==> src/rtl/hdlc_tx_framer.sv <==
// hdlc_tx_framer: HDLC transmit framer with flags, zero insertion, abort pattern and idle fill
// Ports: Clk; Rst (synchronous, active-low).
//   Byte input: Tx_Data, Tx_Valid, Tx_Last, Tx_Ready (valid/ready handshake).
//   Tx_AbortFrame requests an abort; Tx is the registered serial line (LSB first).
//   Status: Tx_ValidFrame, Tx_Done, Tx_AbortedTrans, Tx_Underrun.
module hdlc_tx_framer #(
  parameter int MIN_IDLE_BITS = 8
) (
  input  logic       Clk,
  input  logic       Rst,
  input  logic [7:0] Tx_Data,
  input  logic       Tx_Valid,
  input  logic       Tx_Last,
  output logic       Tx_Ready,
  input  logic       Tx_AbortFrame,
  output logic       Tx,
  output logic       Tx_ValidFrame,
  output logic       Tx_Done,
  output logic       Tx_AbortedTrans,
  output logic       Tx_Underrun
);
  localparam logic [7:0] FLAG = 8'h7E;
  localparam logic [7:0] MIN_IDLE = 8'(MIN_IDLE_BITS);
  typedef enum logic [2:0] {IDLE, FLAG_OPEN, DATA, FLAG_CLOSE, ABORT} state_t;
  state_t state, state_d;
  logic [2:0] bcnt, bcnt_d, ones, ones_d, ones_nx;
  logic [7:0] hold, sh, sh_d, idle_cnt, idle_inc;
  logic hold_full, hold_last, last_seen, sh_last, ins, ins_d, urun, rdy_en;
  logic load, accept, abort_req, enter_abort, close_end, in_frame, last_close, tx_d;
  // state and bcnt describe the bit currently on Tx; every *_d is the bit for the next cycle
  assign in_frame = state == FLAG_OPEN || state == DATA || state == FLAG_CLOSE;
  assign last_close = state == FLAG_CLOSE && bcnt == 3'd7;
  assign abort_req = Tx_AbortFrame && in_frame && !last_close;
  assign accept = Tx_Valid && Tx_Ready && !abort_req;
  assign enter_abort = state_d == ABORT && state != ABORT;
  assign close_end = state == FLAG_CLOSE && state_d == IDLE;
  assign idle_inc = idle_cnt == 8'hFF ? idle_cnt : idle_cnt + 8'd1;
  // run length including the data bit now on the line
  assign ones_nx = sh[0] ? ones + 3'd1 : 3'd0;
  always_ff @(posedge Clk) begin
    if (!Rst) begin
      state <= IDLE;
      bcnt <= 3'd0;
      ones <= 3'd0;
      ins <= 1'b0;
      sh <= 8'd0;
      sh_last <= 1'b0;
      hold <= 8'd0;
      hold_full <= 1'b0;
      hold_last <= 1'b0;
      last_seen <= 1'b0;
      urun <= 1'b0;
      rdy_en <= 1'b0;
      idle_cnt <= MIN_IDLE;
      Tx <= 1'b1;
    end else begin
      state <= state_d;
      bcnt <= bcnt_d;
      ones <= ones_d;
      ins <= ins_d;
      sh <= sh_d;
      Tx <= tx_d;
      rdy_en <= 1'b1;
      idle_cnt <= state == IDLE ? idle_inc : 8'd0;
      if (load) sh_last <= hold_last;
      hold_full <= !enter_abort && (accept || (hold_full && !load));
      if (accept) begin
        hold <= Tx_Data;
        hold_last <= Tx_Last;
      end
      last_seen <= !(enter_abort || close_end) && (last_seen || (accept && Tx_Last));
      if (enter_abort) urun <= !abort_req;
    end
  end
  always_comb begin
    state_d = state;
    bcnt_d = bcnt;
    ones_d = ones;
    ins_d = 1'b0;
    load = 1'b0;
    case (state)
      IDLE: begin
        if (hold_full && idle_inc >= MIN_IDLE) begin
          state_d = FLAG_OPEN;
          bcnt_d = 3'd0;
          ones_d = 3'd0;
        end
      end
      FLAG_OPEN: begin
        bcnt_d = bcnt + 3'd1;
        if (bcnt == 3'd7) begin
          state_d = DATA;
          load = 1'b1;
        end
      end
      DATA: begin
        // a fifth consecutive 1 forces a stuffed 0 next; the shifter holds meanwhile
        ins_d = !ins && ones_nx == 3'd5;
        ones_d = ins ? ones : ins_d ? 3'd0 : ones_nx;
        if (!ins_d) begin
          bcnt_d = bcnt + 3'd1;
          if (bcnt == 3'd7) begin
            if (sh_last) state_d = FLAG_CLOSE;
            else if (hold_full) load = 1'b1;
            else state_d = ABORT;
          end
        end
      end
      default: begin
        bcnt_d = bcnt + 3'd1;
        if (bcnt == 3'd7) state_d = IDLE;
      end
    endcase
    if (abort_req) begin
      state_d = ABORT;
      bcnt_d = 3'd0;
      ins_d = 1'b0;
      load = 1'b0;
    end
  end
  always_comb begin
    sh_d = load ? hold : (state == DATA && !ins_d) ? sh >> 1 : sh;
    tx_d = state_d == IDLE ? 1'b1 :
           state_d == ABORT ? bcnt_d != 3'd0 :
           state_d == DATA ? !ins_d && sh_d[0] : FLAG[bcnt_d];
    Tx_ValidFrame = in_frame;
    Tx_Done = last_close;
    Tx_AbortedTrans = state == ABORT && bcnt == 3'd7;
    Tx_Underrun = Tx_AbortedTrans && urun;
    Tx_Ready = rdy_en && !hold_full && !last_seen && state != ABORT;
  end
endmodule

==> config.mk <==
export PLATFORM = sky130hd
export DESIGN_NAME = hdlc_tx_framer
export DESIGN_NICKNAME = d
export VERILOG_FILES = /design/src/rtl/hdlc_tx_framer.sv
export SDC_FILE = /design/constraint.sdc
export NUM_CORES = 1
export LEC_CHECK = 0
export CAP_MARGIN = 15
export CORE_MARGIN = 3
export CORE_UTILIZATION = 40
export CTS_CLUSTER_DIAMETER = 40
export CTS_CLUSTER_SIZE = 24
export DETAILED_ROUTE_END_ITERATION = 10
export SETUP_SLACK_MARGIN = 0.4
export SLEW_MARGIN = 15
export SYNTH_ARGS = -nofsm -noshare
export SYNTH_HDL_FRONTEND = slang
export SYNTH_SLANG_ARGS = --single-unit
==> constraint.sdc <==
create_clock -name Clk -period 2.86 [get_ports Clk]
set_clock_uncertainty 0.1 [all_clocks]
set_input_delay 0.572 -clock Clk [delete_from_list [all_inputs] [get_ports Clk]]
set_output_delay 0.572 -clock Clk [all_outputs]
set_load 0.05 [all_outputs]
Yosys cells after proc, flatten, opt, wreduce, memory -nomap -nowiden
Memory sizes are Yosys's and may differ from the RTL's.
Index checks and enable logic that the tools add are counted.
- multiplexer cells: 35
- $lt $le $gt $ge: 2
- add/sub/neg operators: 3
- reduce and logical (&&, ||, !) cells: 42
- eq/ne operators: 12
- bitwise logic cells: 1
- operator list (operator ; count):
    two-way mux 3 bit ; 15
    two-way mux 8 bit ; 3
    logical AND 1 bit ; 20
    == test 3 bit, second input constant ; 4
    two-way mux 1 bit ; 12
    one-hot mux 3 bit (2 select lines) ; 2
    == test 3 x 2 -> 1 bit, second input constant ; 3
    logical NOT 1 bit ; 9
    one-hot mux 3 bit (3 select lines) ; 1
    adder 8 x 1 -> 8 bit, second input constant ; 1
    == test 8 bit, second input constant ; 1
    >= comparator 8 x 4 -> 1 bit, second input constant ; 1
    adder 3 x 1 -> 3 bit, second input constant ; 2
    logical NOT 3 bit ; 2
    logical OR 1 bit ; 5
    less-than comparator 3 x 4 -> 1 bit, second input constant ; 1
    two-way mux 4 bit ; 1
    nonzero test 2 bit ; 2
    == test 3 x 1 -> 1 bit, second input constant ; 1
    inequality test 3 bit, second input constant ; 1
    AND reduction 3 bit ; 1
    nonzero test 3 bit ; 1
    inequality test 2 x 1 -> 1 bit, second input constant ; 1
    inequality test 2 bit, second input constant ; 1
    4 further kinds ; 4
- input bits: 13
- logic and storage cells: 112
- bits in registers: 41
- output and inout bits: 6
- memories kept: 1
- memory bits (read-only): 8
- memory list (name ; words ; width ; read ports ; clocked after memory_dff ; write ports ; RTL line ; source):
    (name not given) ; 8 ; 1 ; 1 ; 0 ; 0 ; 125 ; state_d == DATA ? !ins_d && sh_d[0] : FLAG[bcnt_d];

Longest topological paths before layout
- depth after elaboration: 13
- gate-level depth with buffers: 9
- gate-level depth less buffers: 9

Worst setup path before layout
Ideal clock, no wire load.
- kind: register to register
- start: register state[0]
- end: register hold[0]
- slack: -0.705 ns
- arrival: 3.349 ns
- clock period less this slack: 3.565 ns
- library setup time: 0.116 ns
- cell stages (with the launch flop): 9
- buffers on the path: 2
- data required time: 2.644 ns
- cell sequence: dfxtp_1 > clkbuf_1 > nor2_1 > and2_2 > nor4b_1 > and3_1 > buf_2 > mux2i_1 > nor2b_1
- elaborated cells between the ends (all ways): 14
- those cells by class: eq/ne (4); reduce/logical (10)
- RTL lines (element ; RTL line ; source):
    from (decl) ; 25 ; state_t state, state_d;
    from (signal assigned) ; 57 ; state <= state_d;
    inequality test 3 bit ; 130 ; Tx_Ready = rdy_en && !hold_full && !last_seen && state != ABORT;
    logical AND 1 bit ; 130 ;
    net Tx_Ready ; 14 ; output logic Tx_Ready,
    logical AND 1 bit (2 in series) ; 34 ; assign accept = Tx_Valid && Tx_Ready && !abort_req;
    to (signal assigned) ; 68 ; hold <= Tx_Data;
    to (decl) ; 27 ; logic [7:0] hold, sh, sh_d, idle_cnt, idle_inc;
The timed path passes the listed nets, and every way through them passes these cells.
A chain may end at the register's enable or synchronous reset.

Worst setup path in the final report
- start: register ones[0]
- end: register Tx
- cells in the longest elaborated chain, start to end: 13
- elaborated cells between the ends (all ways): 29
- those cells by class: add/sub (1); eq/ne (3); mux (17); reduce/logical (7); memory (1)
- RTL lines (element ; RTL line ; source):
    from (decl) ; 26 ; logic [2:0] bcnt, bcnt_d, ones, ones_d, ones_nx;
    from (signal assigned) ; 59 ; ones <= ones_d;
    adder 3 x 1 -> 3 bit (*) ; 39 ; assign ones_nx = sh[0] ? ones + 3'd1 : 3'd0;
    two-way mux 3 bit (*) ; 39 ;
    == test 3 bit (*) ; 98 ; ins_d = !ins && ones_nx == 3'd5;
    logical AND 1 bit (*) ; 98 ;
    parallel branches: the longest is 9 deep, another holds memory (8 x 1 bit) ; n/a ;
    to (signal assigned) ; 62 ; Tx <= tx_d;
    to (decl) ; 16 ; output logic Tx,
Mark *: on every way between the ends. The select of a mux whose other input is x is not followed.

==> impl_metrics.csv <==
group,metric,value,unit
sta,slew_headroom,60.6,%
sta,fmax,397,MHz
synth,ys_warn_count,0,
finish,diodes,0,
synth,syn_avg_cell_area,8.94,um2
placement,gpl.final_weighted_congestion,0.896,
global_routing,grt_util_all_layers,16.1,%
synth,synth_edf_count,0,
floorplan,die_area,0.00628,mm2
floorplan,start_util,41.7,%
global_routing,grt_pass1_wl,8090,um
placement,hpwl,3260,um
sta,drv_slew,0,
synth,ys.flop_type,"dfxtp_1",
worst_setup_path,cp-start-kind,"flip-flop",
synth,synthArstFlopShare,0,%
synth,ys_seq_elements,41,
floorplan,core_area,0.00514,mm2
synth,netlist-cell-type-count,56,
clock_tree,cts_num_sinks,41,
worst_setup_path,crit_arrival,2.59,ns
clock_tree,cts_tree,"built",
run,max_cap_violations,0,
synth,synth_nets,257,
global_routing,grt_pass1_vias,1750,
power_and_ir_drop,ir_drop,243,uV
finish,fin_area,0.00272,mm2
worst_setup_path,cp_max_fo,7,
sta,hold_viol_final,0,
min_path,worst_hold_path_type,"flip-flop to flip-flop",
synth,synth_cells,240,
detailed_routing,ant_nets,0,
worst_setup_path,crit_type,"flip-flop to flip-flop",
sta,tns,0,ns
clock_tree,clock_tree.root_cell,"clkbuf_8",
global_routing,grt.overflow.total,0,
placement,dpl_cell_area,0.00246,mm2
floorplan,die_x,79.2,um
detailed_routing,drt-total-wl,4900,um
sta,finalWorstSetupSlack,0.340,ns
synth,syn-cell-area,0.00215,mm2
sta,period_share,88.1,%
detailed_routing,drt_iter0_markers,72,
clock_tree,path_clk_slew,0.08,ns
sta,setup_violations,0,
detailed_routing,drc,0,
detailed_routing,first_pass_iters,5,
global_routing,antenna_found_initial,0,
clock_tree,cts_made_buffers,5,
detailed_routing,vias,1847,
global_routing,grt_max_degree,25,
worst_setup_path,worstSetupEndpointType,"flip-flop",
power_and_ir_drop,power.density,452,mW/mm2
worst_setup_path,worstPathRequired,2.93,ns
power_and_ir_drop,p_leak,0.00111,uW
clock_tree,clk_latency,0.29,ns
sta,min_period,2.52,ns
sta,worstMarginPinSlew,0.591,ns
detailed_routing,wl_per_cell,14.2,um
floorplan,io_pins,19,
clock_tree,hold_buffers,0,
synth,seq_area_frac_synth,38.3,%
finish,drive_above_1_share,24.0,%
sta,rsz0062_at_grt,"true",
floorplan,chipHeight,79.2,um
finish,fin_nets,291,
finish,synthToLayoutAreaGrowth,26.8,%
clock_tree,clock_path_buffers,2,
finish,fillers,521,
placement,io_buffers,18,
outcome,status,"finished clean",
clock_tree,htree_levels,2,
detailed_routing,viasPerCell,5.35,
floorplan,rows,26,
placement,preCtsSetupSlack,0.181,ns
placed cells by master, fill, tap and decap left out, drive strengths merged, types with 2 or more instances in the layout:
cell | netlist | final
dfxtp | 41 | 41
nand2 | 21 | 21
nor2 | 20 | 20
buf | 1 | 20
mux2i | 19 | 19
nor2b | 16 | 16
a21oi | 14 | 14
clkdlybuf4s50 | 0 | 13
nand3 | 12 | 12
o21ai | 11 | 11
and3 | 8 | 8
o211a | 6 | 6
clkbuf | 5 | 6
and2 | 6 | 6
a211oi | 5 | 5
inv | 4 | 4
nor3 | 4 | 4
ha | 4 | 4
a21boi | 3 | 3
or2 | 3 | 3
nor4b | 2 | 2
nor3b | 2 | 2
xor2 | 2 | 2
and2b | 2 | 2
a31oi | 2 | 2
or4 | 2 | 2
a221o | 2 | 2
a22oi | 2 | 2
clkinv | 0 | 2
synthesized netlist by cell type, types with 4 or more instances:
cell type	count	area share (%)
o21ai_0	9	2.1
clkbuf_1	4	0.70
nor3_1	4	0.93
nor2_1	20	3.5
nand3_1	10	2.3
a211oi_1	5	1.7
inv_1	4	0.70
nand2_1	21	3.7
and3_1	6	1.7
a21oi_1	13	3.0
mux2i_1	19	8.9
nor2b_1	16	4.7
o211a_1	6	2.8
ha_1	4	2.3
dfxtp_1	41	38
logic make-up after synthesis:
group | count (synthesis) | share of synthesized area [%]
AOI/OAI and AO/OA | 56 | 18.8
xor gates and xnor gates | 3 | 1.22
adders and majority gates | 4 | 2.33
buffers and inverters | 11 | 2.68
DFF | 41 | 38.3
muxes | 19 | 8.86
and+or+nand+nor | 106 | 27.8
sequential cells by signal (all words and copies together), names as in the netlist, 3 cells and up:
register	count
hold	8
sh	8
state	3
ones	3
idle_cnt	8
bcnt	3
worst max-delay path, stage by stage, from the launching register on:
cell and delay (ns):
dfxtp_4 0.36, ha_4 0.25, nor4b_4 0.25, buf_6 0.17, a21oi_2 0.06, a221o_1 0.30
o21ai_2 0.16, o311a_4 0.21, a211oi_1 0.04, or4b_1 0.51
stage by stage:
step	utilization (%)	hold slack, ns	power (uW)	instances
detailed placement	47.9	0.341	817	328
global placement	47.9	0.336	817	328
floorplan	-	0.320	758	240
global route	52.9	0.382	1300	345
finish	52.9	0.350	1230	345
CTS	51.0	0.353	1230	340
metal layers:
| metal | global-route usage, % | vias to the layer above | part of all wire, % |
|---|---|---|---|
| met5 | 0 | - | 0 |
| met4 | 6.87 | 0 | 1.2 |
| met3 | 3.29 | 6 | 3.8 |
| met2 | 24.7 | 38 | 46 |
| met1 | 21.7 | 863 | 49 |
| li1 | - | 940 | - |
worst paths after layout:
| path | startpoint | endpoint | slack [ns] | cells after the start |
|---|---|---|---|---|
| max | ones[0] | Tx | 0.34 | 9 |
| min | urun | urun | 0.35 | 2 |
| max reg2reg | ones[0] | Tx | 0.34 | 9 |
| min reg2reg | urun | urun | 0.35 | 2 |
where the power goes:
part	leakage (uW)	switching, uW	total [uW]	internal [uW]
Sequential	0.000337	29.6	627	597
Clock	0.0000512	203	399	196
Combinational	0.000725	105	204	99.4
final cells by class:
| cell class | instances | area [um2] | share of cell area (%) |
|---|---|---|---|
| multi-input cells | 188 | 1390 | 51.2 |
| inverters | 4 | 15.0 | 0.552 |
| clock buffers | 6 | 82.6 | 3.03 |
| repair buffers | 34 | 293 | 10.8 |
| flip-flops and latches | 41 | 837 | 30.8 |
| well taps | 70 | 87.6 | 3.22 |
| clock inverters | 2 | 13.8 | 0.506 |
timing repair:
item	CTS	global route
endpoints found under the setup margin	7	7
resized for setup	15	15
pin swaps	10	8
setup buffers	4	5
hold endpoints to repair	0	0
Power figures use the tool's default switching activity.
